## config.mk

```make
export PLATFORM = sky130hd
export DESIGN_NAME = jtag_dr_bridge
export DESIGN_NICKNAME = d
export VERILOG_FILES = /design/src/rtl/jtag_dr_pkg.sv /design/src/rtl/jtag_sync.sv /design/src/rtl/jtag_dr_bridge.sv
export SDC_FILE = /design/constraint.sdc
export NUM_CORES = 1
export LEC_CHECK = 0
export ABC_AREA = 1
export BUFFER_PORTS_ARGS = -buffer_cell sky130_fd_sc_hd__buf_2
export CORE_MARGIN = 3
export CORE_UTILIZATION = 40
export DETAILED_ROUTE_END_ITERATION = 8
export SKIP_CTS_REPAIR_TIMING = 1
export SLEW_MARGIN = 10
export SYNTH_ARGS = -nofsm -noshare
export SYNTH_HDL_FRONTEND = slang
export SYNTH_HIERARCHICAL = 1
export SYNTH_SLANG_ARGS = --single-unit
```

## constraint.sdc

```tcl
create_clock -name clk -period 2.86 [get_ports clk]
set_input_delay 0.572 -clock clk [delete_from_list [all_inputs] [get_ports clk]]
set_output_delay 0.572 -clock clk [all_outputs]
set_load 0.05 [all_outputs]
```

## src/rtl/jtag_dr_pkg.sv

```systemverilog
// Shared types and constants for the JTAGG user data register bridge.
package jtag_dr_pkg;

   // Default data register width
   localparam int DW_DEF = 32;

   // Width of the saturating overrun counter
   localparam int OVR_W = 8;

   // Shift-side state: IDLE between transfers, CAPTURE right after a load,
   // SHIFT while bits move through the register.
   typedef enum logic [1:0] {
      IDLE    = 2'd0,
      CAPTURE = 2'd1,
      SHIFT   = 2'd2
   } dr_state_e;

   // Increment that sticks at all-ones instead of wrapping
   function automatic logic [OVR_W-1:0] sat_inc(input logic [OVR_W-1:0] val);
      logic [OVR_W-1:0] res;
      if (val == {OVR_W{1'b1}}) begin
         res = val;
      end else begin
         res = val + {{(OVR_W-1){1'b0}}, 1'b1};
      end
      return res;
   endfunction

endpackage

```

## src/rtl/jtag_sync.sv

```systemverilog
// Single-bit multi-flop synchronizer for the asynchronous JTAGG outputs.
// The reset value is a parameter so that active-low inputs can idle inactive.
module jtag_sync #(
   parameter int   STAGES  = 2,
   parameter logic RST_VAL = 1'b0
) (
   input  logic clk,
   input  logic rst,
   input  logic d,
   output logic q
);

   logic [STAGES-1:0] ff_r;

   // Shift the raw input through the synchronizer chain
   always_ff @(posedge clk or posedge rst) begin
      if (rst) begin
         ff_r <= {STAGES{RST_VAL}};
      end else begin
         ff_r <= {ff_r[STAGES-2:0], d};
      end
   end

   assign q = ff_r[STAGES-1];

endmodule

```

## src/rtl/jtag_dr_bridge.sv

```systemverilog
// Bridge between the ECP5 JTAGG ER1/ER2 user data registers and the SoC
// debug register port. The JTAG signals are oversampled in the clk48m domain,
// a rising TCK is detected as an event, and the capture/shift/update actions
// run on that event. Updated words land in a valid/ready holding register
// that counts words lost to overwrite.
module jtag_dr_bridge
   import jtag_dr_pkg::*;
#(
   parameter int DW          = DW_DEF,
   parameter int SYNC_STAGES = 2
) (
   input  logic             clk,
   input  logic             rst,
   input  logic             jtck,
   input  logic             jtdi,
   input  logic             jshift,
   input  logic             jupdate,
   input  logic             jce1,
   input  logic             jce2,
   input  logic             jrstn,
   output logic             jtdo1,
   output logic             jtdo2,
   input  logic [DW-1:0]    tx_data,
   output logic             tx_ack,
   output logic [DW-1:0]    rx_data,
   output logic             rx_sel,
   output logic             rx_valid,
   input  logic             rx_ready,
   output logic [OVR_W-1:0] overrun_cnt
);

   // Synchronized JTAG inputs
   logic jtck_s;
   logic jtdi_s;
   logic jshift_s;
   logic jupdate_s;
   logic jce1_s;
   logic jce2_s;
   logic jrstn_s;

   // Decoded control
   logic tck_ev_s;
   logic jce_s;
   logic cap_s;
   logic shf_s;
   logic upd_s;

   // Next-state values for the shift side
   dr_state_e      state_nxt_s;
   logic [DW-1:0]  sr_nxt_s;
   logic           sel_nxt_s;
   logic           tdo1_nxt_s;
   logic           tdo2_nxt_s;

   // Registered state
   dr_state_e         state_r;
   logic              jtck_d_r;
   logic [DW-1:0]     sr_r;
   logic              sel_r;
   logic              jtdo1_r;
   logic              jtdo2_r;
   logic              tx_ack_r;
   logic [DW-1:0]     rx_data_r;
   logic              rx_sel_r;
   logic              rx_valid_r;
   logic [OVR_W-1:0]  ovr_cnt_r;

   jtag_sync #(.STAGES(SYNC_STAGES), .RST_VAL(1'b0)) u_sync_tck (
      .clk(clk), .rst(rst), .d(jtck), .q(jtck_s)
   );
   jtag_sync #(.STAGES(SYNC_STAGES), .RST_VAL(1'b0)) u_sync_tdi (
      .clk(clk), .rst(rst), .d(jtdi), .q(jtdi_s)
   );
   jtag_sync #(.STAGES(SYNC_STAGES), .RST_VAL(1'b0)) u_sync_shift (
      .clk(clk), .rst(rst), .d(jshift), .q(jshift_s)
   );
   jtag_sync #(.STAGES(SYNC_STAGES), .RST_VAL(1'b0)) u_sync_update (
      .clk(clk), .rst(rst), .d(jupdate), .q(jupdate_s)
   );
   jtag_sync #(.STAGES(SYNC_STAGES), .RST_VAL(1'b0)) u_sync_ce1 (
      .clk(clk), .rst(rst), .d(jce1), .q(jce1_s)
   );
   jtag_sync #(.STAGES(SYNC_STAGES), .RST_VAL(1'b0)) u_sync_ce2 (
      .clk(clk), .rst(rst), .d(jce2), .q(jce2_s)
   );
   // jrstn idles high through reset so rst alone never looks like a TAP reset
   jtag_sync #(.STAGES(SYNC_STAGES), .RST_VAL(1'b1)) u_sync_rstn (
      .clk(clk), .rst(rst), .d(jrstn), .q(jrstn_s)
   );

   assign tck_ev_s = jtck_s & ~jtck_d_r;
   assign jce_s    = jce1_s | jce2_s;

   // Next-state and action decode on each TCK event
   always_comb begin
      state_nxt_s = state_r;
      cap_s       = 1'b0;
      shf_s       = 1'b0;
      upd_s       = 1'b0;
      if (!jrstn_s) begin
         state_nxt_s = IDLE;
      end else if (tck_ev_s) begin
         case (state_r)
            IDLE: begin
               if (jce_s && !jshift_s) begin
                  state_nxt_s = CAPTURE;
                  cap_s       = 1'b1;
               end else if (jce_s && jshift_s) begin
                  state_nxt_s = SHIFT;
                  shf_s       = 1'b1;
               end else if (jupdate_s) begin
                  state_nxt_s = IDLE;
                  upd_s       = 1'b1;
               end else begin
                  state_nxt_s = IDLE;
               end
            end
            CAPTURE, SHIFT: begin
               if (jce_s && jshift_s) begin
                  state_nxt_s = SHIFT;
                  shf_s       = 1'b1;
               end else if (jupdate_s) begin
                  state_nxt_s = IDLE;
                  upd_s       = 1'b1;
               end else if (jce_s) begin
                  // A fresh Capture-DR always reloads, whatever came before
                  state_nxt_s = CAPTURE;
                  cap_s       = 1'b1;
               end else begin
                  // Exit/Pause: drop back without touching the register
                  state_nxt_s = IDLE;
               end
            end
            default: begin
               state_nxt_s = IDLE;
            end
         endcase
      end else begin
         state_nxt_s = state_r;
      end
   end

   // Shift-register datapath and TDO values for the next cycle
   always_comb begin
      sr_nxt_s  = sr_r;
      sel_nxt_s = sel_r;
      if (!jrstn_s) begin
         sr_nxt_s  = {DW{1'b0}};
         sel_nxt_s = 1'b0;
      end else if (cap_s) begin
         sr_nxt_s  = tx_data;
         sel_nxt_s = jce2_s;
      end else if (shf_s) begin
         sr_nxt_s = {jtdi_s, sr_r[DW-1:1]};
         if (state_r == IDLE) begin
            sel_nxt_s = jce2_s;
         end else begin
            sel_nxt_s = sel_r;
         end
      end else begin
         sr_nxt_s  = sr_r;
         sel_nxt_s = sel_r;
      end
      // TDO is only driven while a transfer is in progress
      if (state_nxt_s != IDLE) begin
         tdo1_nxt_s = sr_nxt_s[0] & ~sel_nxt_s;
         tdo2_nxt_s = sr_nxt_s[0] & sel_nxt_s;
      end else begin
         tdo1_nxt_s = 1'b0;
         tdo2_nxt_s = 1'b0;
      end
   end

   // All bridge state: FSM, shift register, TDO, holding register, counter
   always_ff @(posedge clk or posedge rst) begin
      if (rst) begin
         state_r    <= IDLE;
         jtck_d_r   <= 1'b0;
         sr_r       <= {DW{1'b0}};
         sel_r      <= 1'b0;
         jtdo1_r    <= 1'b0;
         jtdo2_r    <= 1'b0;
         tx_ack_r   <= 1'b0;
         rx_data_r  <= {DW{1'b0}};
         rx_sel_r   <= 1'b0;
         rx_valid_r <= 1'b0;
         ovr_cnt_r  <= {OVR_W{1'b0}};
      end else begin
         state_r  <= state_nxt_s;
         jtck_d_r <= jtck_s;
         sr_r     <= sr_nxt_s;
         sel_r    <= sel_nxt_s;
         jtdo1_r  <= tdo1_nxt_s;
         jtdo2_r  <= tdo2_nxt_s;
         tx_ack_r <= cap_s;
         if (upd_s) begin
            // A same-cycle handshake consumes the old word, so no loss
            rx_data_r  <= sr_r;
            rx_sel_r   <= sel_r;
            rx_valid_r <= 1'b1;
            if (rx_valid_r && !rx_ready) begin
               ovr_cnt_r <= sat_inc(ovr_cnt_r);
            end else begin
               ovr_cnt_r <= ovr_cnt_r;
            end
         end else if (rx_valid_r && rx_ready) begin
            rx_valid_r <= 1'b0;
         end else begin
            rx_valid_r <= rx_valid_r;
         end
      end
   end

   assign jtdo1       = jtdo1_r;
   assign jtdo2       = jtdo2_r;
   assign tx_ack      = tx_ack_r;
   assign rx_data     = rx_data_r;
   assign rx_sel      = rx_sel_r;
   assign rx_valid    = rx_valid_r;
   assign overrun_cnt = ovr_cnt_r;

endmodule

```

==> flow_summary.ini <==
[sta]
finalCriticalPeriod_ns = 2.30
max_freq_mhz = 436
hold_viol_final = 0
slew_headroom_pct = 29.5
skew_ns = 0.0183
timing.final.ws_setup_ns = 0.564
maxSlewViolCount = 0
tns_ns = 0
fin_crit_sh_pct = 80.3
rsz0062_at_grt = no
tightestPinTransition_ns = 1.05
whs_ns = 0.110
setup_violations = 0

[routing]
drt_iter0_drc = 144
vias = 2792
drc = 0
wl_per_cell_um = 13.6
viasPerCell = 4.65
drt_wl_total_um = 8170
firstDrtPassIters = 4
ant_nets = 0

[outcome]
outcome = completed

[place]
place.port_buffers = 86
pre_cts_ws_ns = 0.542
place.gp.congestion = 0.827
dpl.hpwl_um = 5800

[clock_network]
cts_sinks = 95
clk_pin_slew_ns = 0.10
cts_buffer_depth = 2
cts_tree = yes
clock-root-buffer = clkbuf_8
cts_buffers = 9
htree_levels = 3
worstSkewPairLatency_ns = 0.36

[pwr]
power_leakage_nw = 2.33
vdd_drop_max_mv = 0.299
pwr_density_cell_nw_per_um2 = 529

[floorplan]
initial_core_util_pct = 42.1
ios = 87
die_y_um = 109
num_rows = 36
dieArea_um2 = 11800
die_w_um = 109
core_um2 = 10000

[setup_path]
worst-setup-path-type = reg -> reg
worstPathArrival_ns = 2.58
end_kind = flop
crit_fanout = 31
cp-start-kind = flop
required_ns = 3.14

[cells_and_area]
final_cell_mix = dfrtp_1 (93), buf_2 (86), nand2_1 (56)
fill_cells = 984
final_common_cell = dfrtp_1
final_core_util_pct = 48.4
nNetsFinal = 507
area_growth_pct = 14.9
n_antenna_cell = 0
drive_above_1_share_pct = 37.0

[synthesis]
syn_nets = 423
yosysWarnings = 6
netlist_area_um2 = 4210
ys_seq_elements = 95
synth_area_per_cell_um2 = 11.1
ys_seq_area_share_pct = 56.5
syn_inst = 378
ys_types = 35

[global_routing]
antenna_found_initial = 0
grt_usage_pct = 14.6
grt_pass1_vias = 2788
grt_max_degree = 54
grt_overflow = 0
grt_pass1_wl_um = 13500

[job]
max_cap_violations = 0

[hold_path]
min_path_type = in -> async
==> final timing paths <==
path / from / end / slack, ns / cells after the start
max in group asynchronous: rst / jtck_d_r / 1.77 / 3
min in group clk: jrstn / u_sync_rstn/ff_r[0] / 0.30 / 1
worst max-delay path: state_r[0] / sr_r[8] / 0.56 / 9
worst min-delay path: rst / u_sync_ce2/ff_r[0] / 0.11 / 2
worst min register to register: u_sync_tdi/ff_r[0] / u_sync_tdi/ff_r[1] / 0.36 / 0
worst max register to register: state_r[0] / sr_r[8] / 0.56 / 9
==> final cells by class <==
type                    instances  area, um^2  area share (%)
flip-flops and latches         95        2380            49.2
repair buffers                 91         480            9.93
clock inverters                 7        56.3            1.16
inverters                      58         220            4.55
clock buffers                   9         124            2.56
well taps                     133         166            3.44
multi-input cells             207        1410            29.2
==> metrics by stage <==
step	instances	area [um^2]	total power, mW
2_1_floorplan	378	4210	1.69
3_3_place_gp	584	4660	1.77
3_5_place_dp	584	4660	1.78
4_1_cts	600	4840	2.60
5_1_grt	600	4840	2.69
6_report	600	4840	2.56
==> worst max-delay path, cell delays in order, from the launching register on <==
cell and delay, ns:
dfrtp_1 0.38, inv_1 0.05, ha_1 0.30, inv_1 0.13
o21ai_2 0.09, nand3_4 0.11, nand2_4 0.07, nor2_4 0.82
a22oi_1 0.16, o21ai_0 0.13
==> state kept, by name, indices dropped and copies added (netlist names) <==
name	count
rx_data	32
sr_r	32
overrun_cnt	8
state_r	2
u_sync_ce1/ff_r	2
u_sync_ce2/ff_r	2
u_sync_rstn/ff_r	2
u_sync_shift/ff_r	2
u_sync_tck/ff_r	2
u_sync_tdi/ff_r	2
u_sync_update/ff_r	2
jtck_d_r	1
jtdo1	1
jtdo2	1
rx_sel	1
rx_valid	1
sel_r	1
tx_ack	1
==> cells in the mapped netlist <==
cell	count	share of area, %
a21oi_1	1	0.12
a22oi_1	2	0.36
a22oi_2	29	8.6
buf_12	3	1.4
buf_6	10	2.7
clkbuf_1	4	0.36
clkbuf_8	1	0.33
clkinv_2	1	0.12
dfrtp_1	93	55
dfstp_2	2	1.2
ha_1	3	0.89
inv_1	56	5.0
inv_2	1	0.089
mux2_4	2	0.71
nand2_1	56	5.0
nand2_2	2	0.30
nand2_4	1	0.27
nand3_1	6	0.71
nand3_2	1	0.24
nand3_4	2	0.83
nand4_1	6	0.89
nand4_2	1	0.30
nor2_1	11	0.98
nor2_2	1	0.15
nor2_4	5	1.3
nor2_8	1	0.48
nor3_1	2	0.24
nor3_4	1	0.39
o21ai_0	37	4.4
o21ai_1	19	2.3
o21ai_2	13	2.7
o21ai_4	1	0.39
xnor2_1	1	0.21
xnor2_2	1	0.39
xor2_1	2	0.42
==> cells by family (layout without fill, tap and decap cells) <==
| group | count (synthesis) | after routing | share of synthesized area [%] |
|---|---|---|---|
| AOI/OAI and AO/OA | 102 | 102 | 18.8 |
| xor gates and xnor gates | 4 | 4 | 1.01 |
| adders and majority gates | 3 | 3 | 0.891 |
| buffers and inverters | 76 | 165 | 9.98 |
| DFF | 95 | 95 | 56.5 |
| muxes | 2 | 2 | 0.713 |
| and+or+nand+nor | 96 | 96 | 12.1 |
==> routing by layer <==
| metal | global-route usage (%) | share of wire [%] | up-vias |
|---|---|---|---|
| li1 | - | - | 1405 |
| met5 | 0 | 0 | - |
| met2 | 22.0 | 46 | 62 |
| met1 | 20.4 | 47 | 1315 |
| met3 | 3.61 | 5.9 | 10 |
| met4 | 5.68 | 1.1 | 0 |
==> where the power goes <==
part	total [mW]	internal, mW	switching (mW)	leakage [nW]
combinational	0.313	0.0902	0.222	0.963
sequential	1.43	1.40	0.0336	1.28
clock	0.817	0.325	0.492	0.0838
total	2.56	1.81	0.748	2.33
Note: power is estimated with default switching activity, not from simulation.
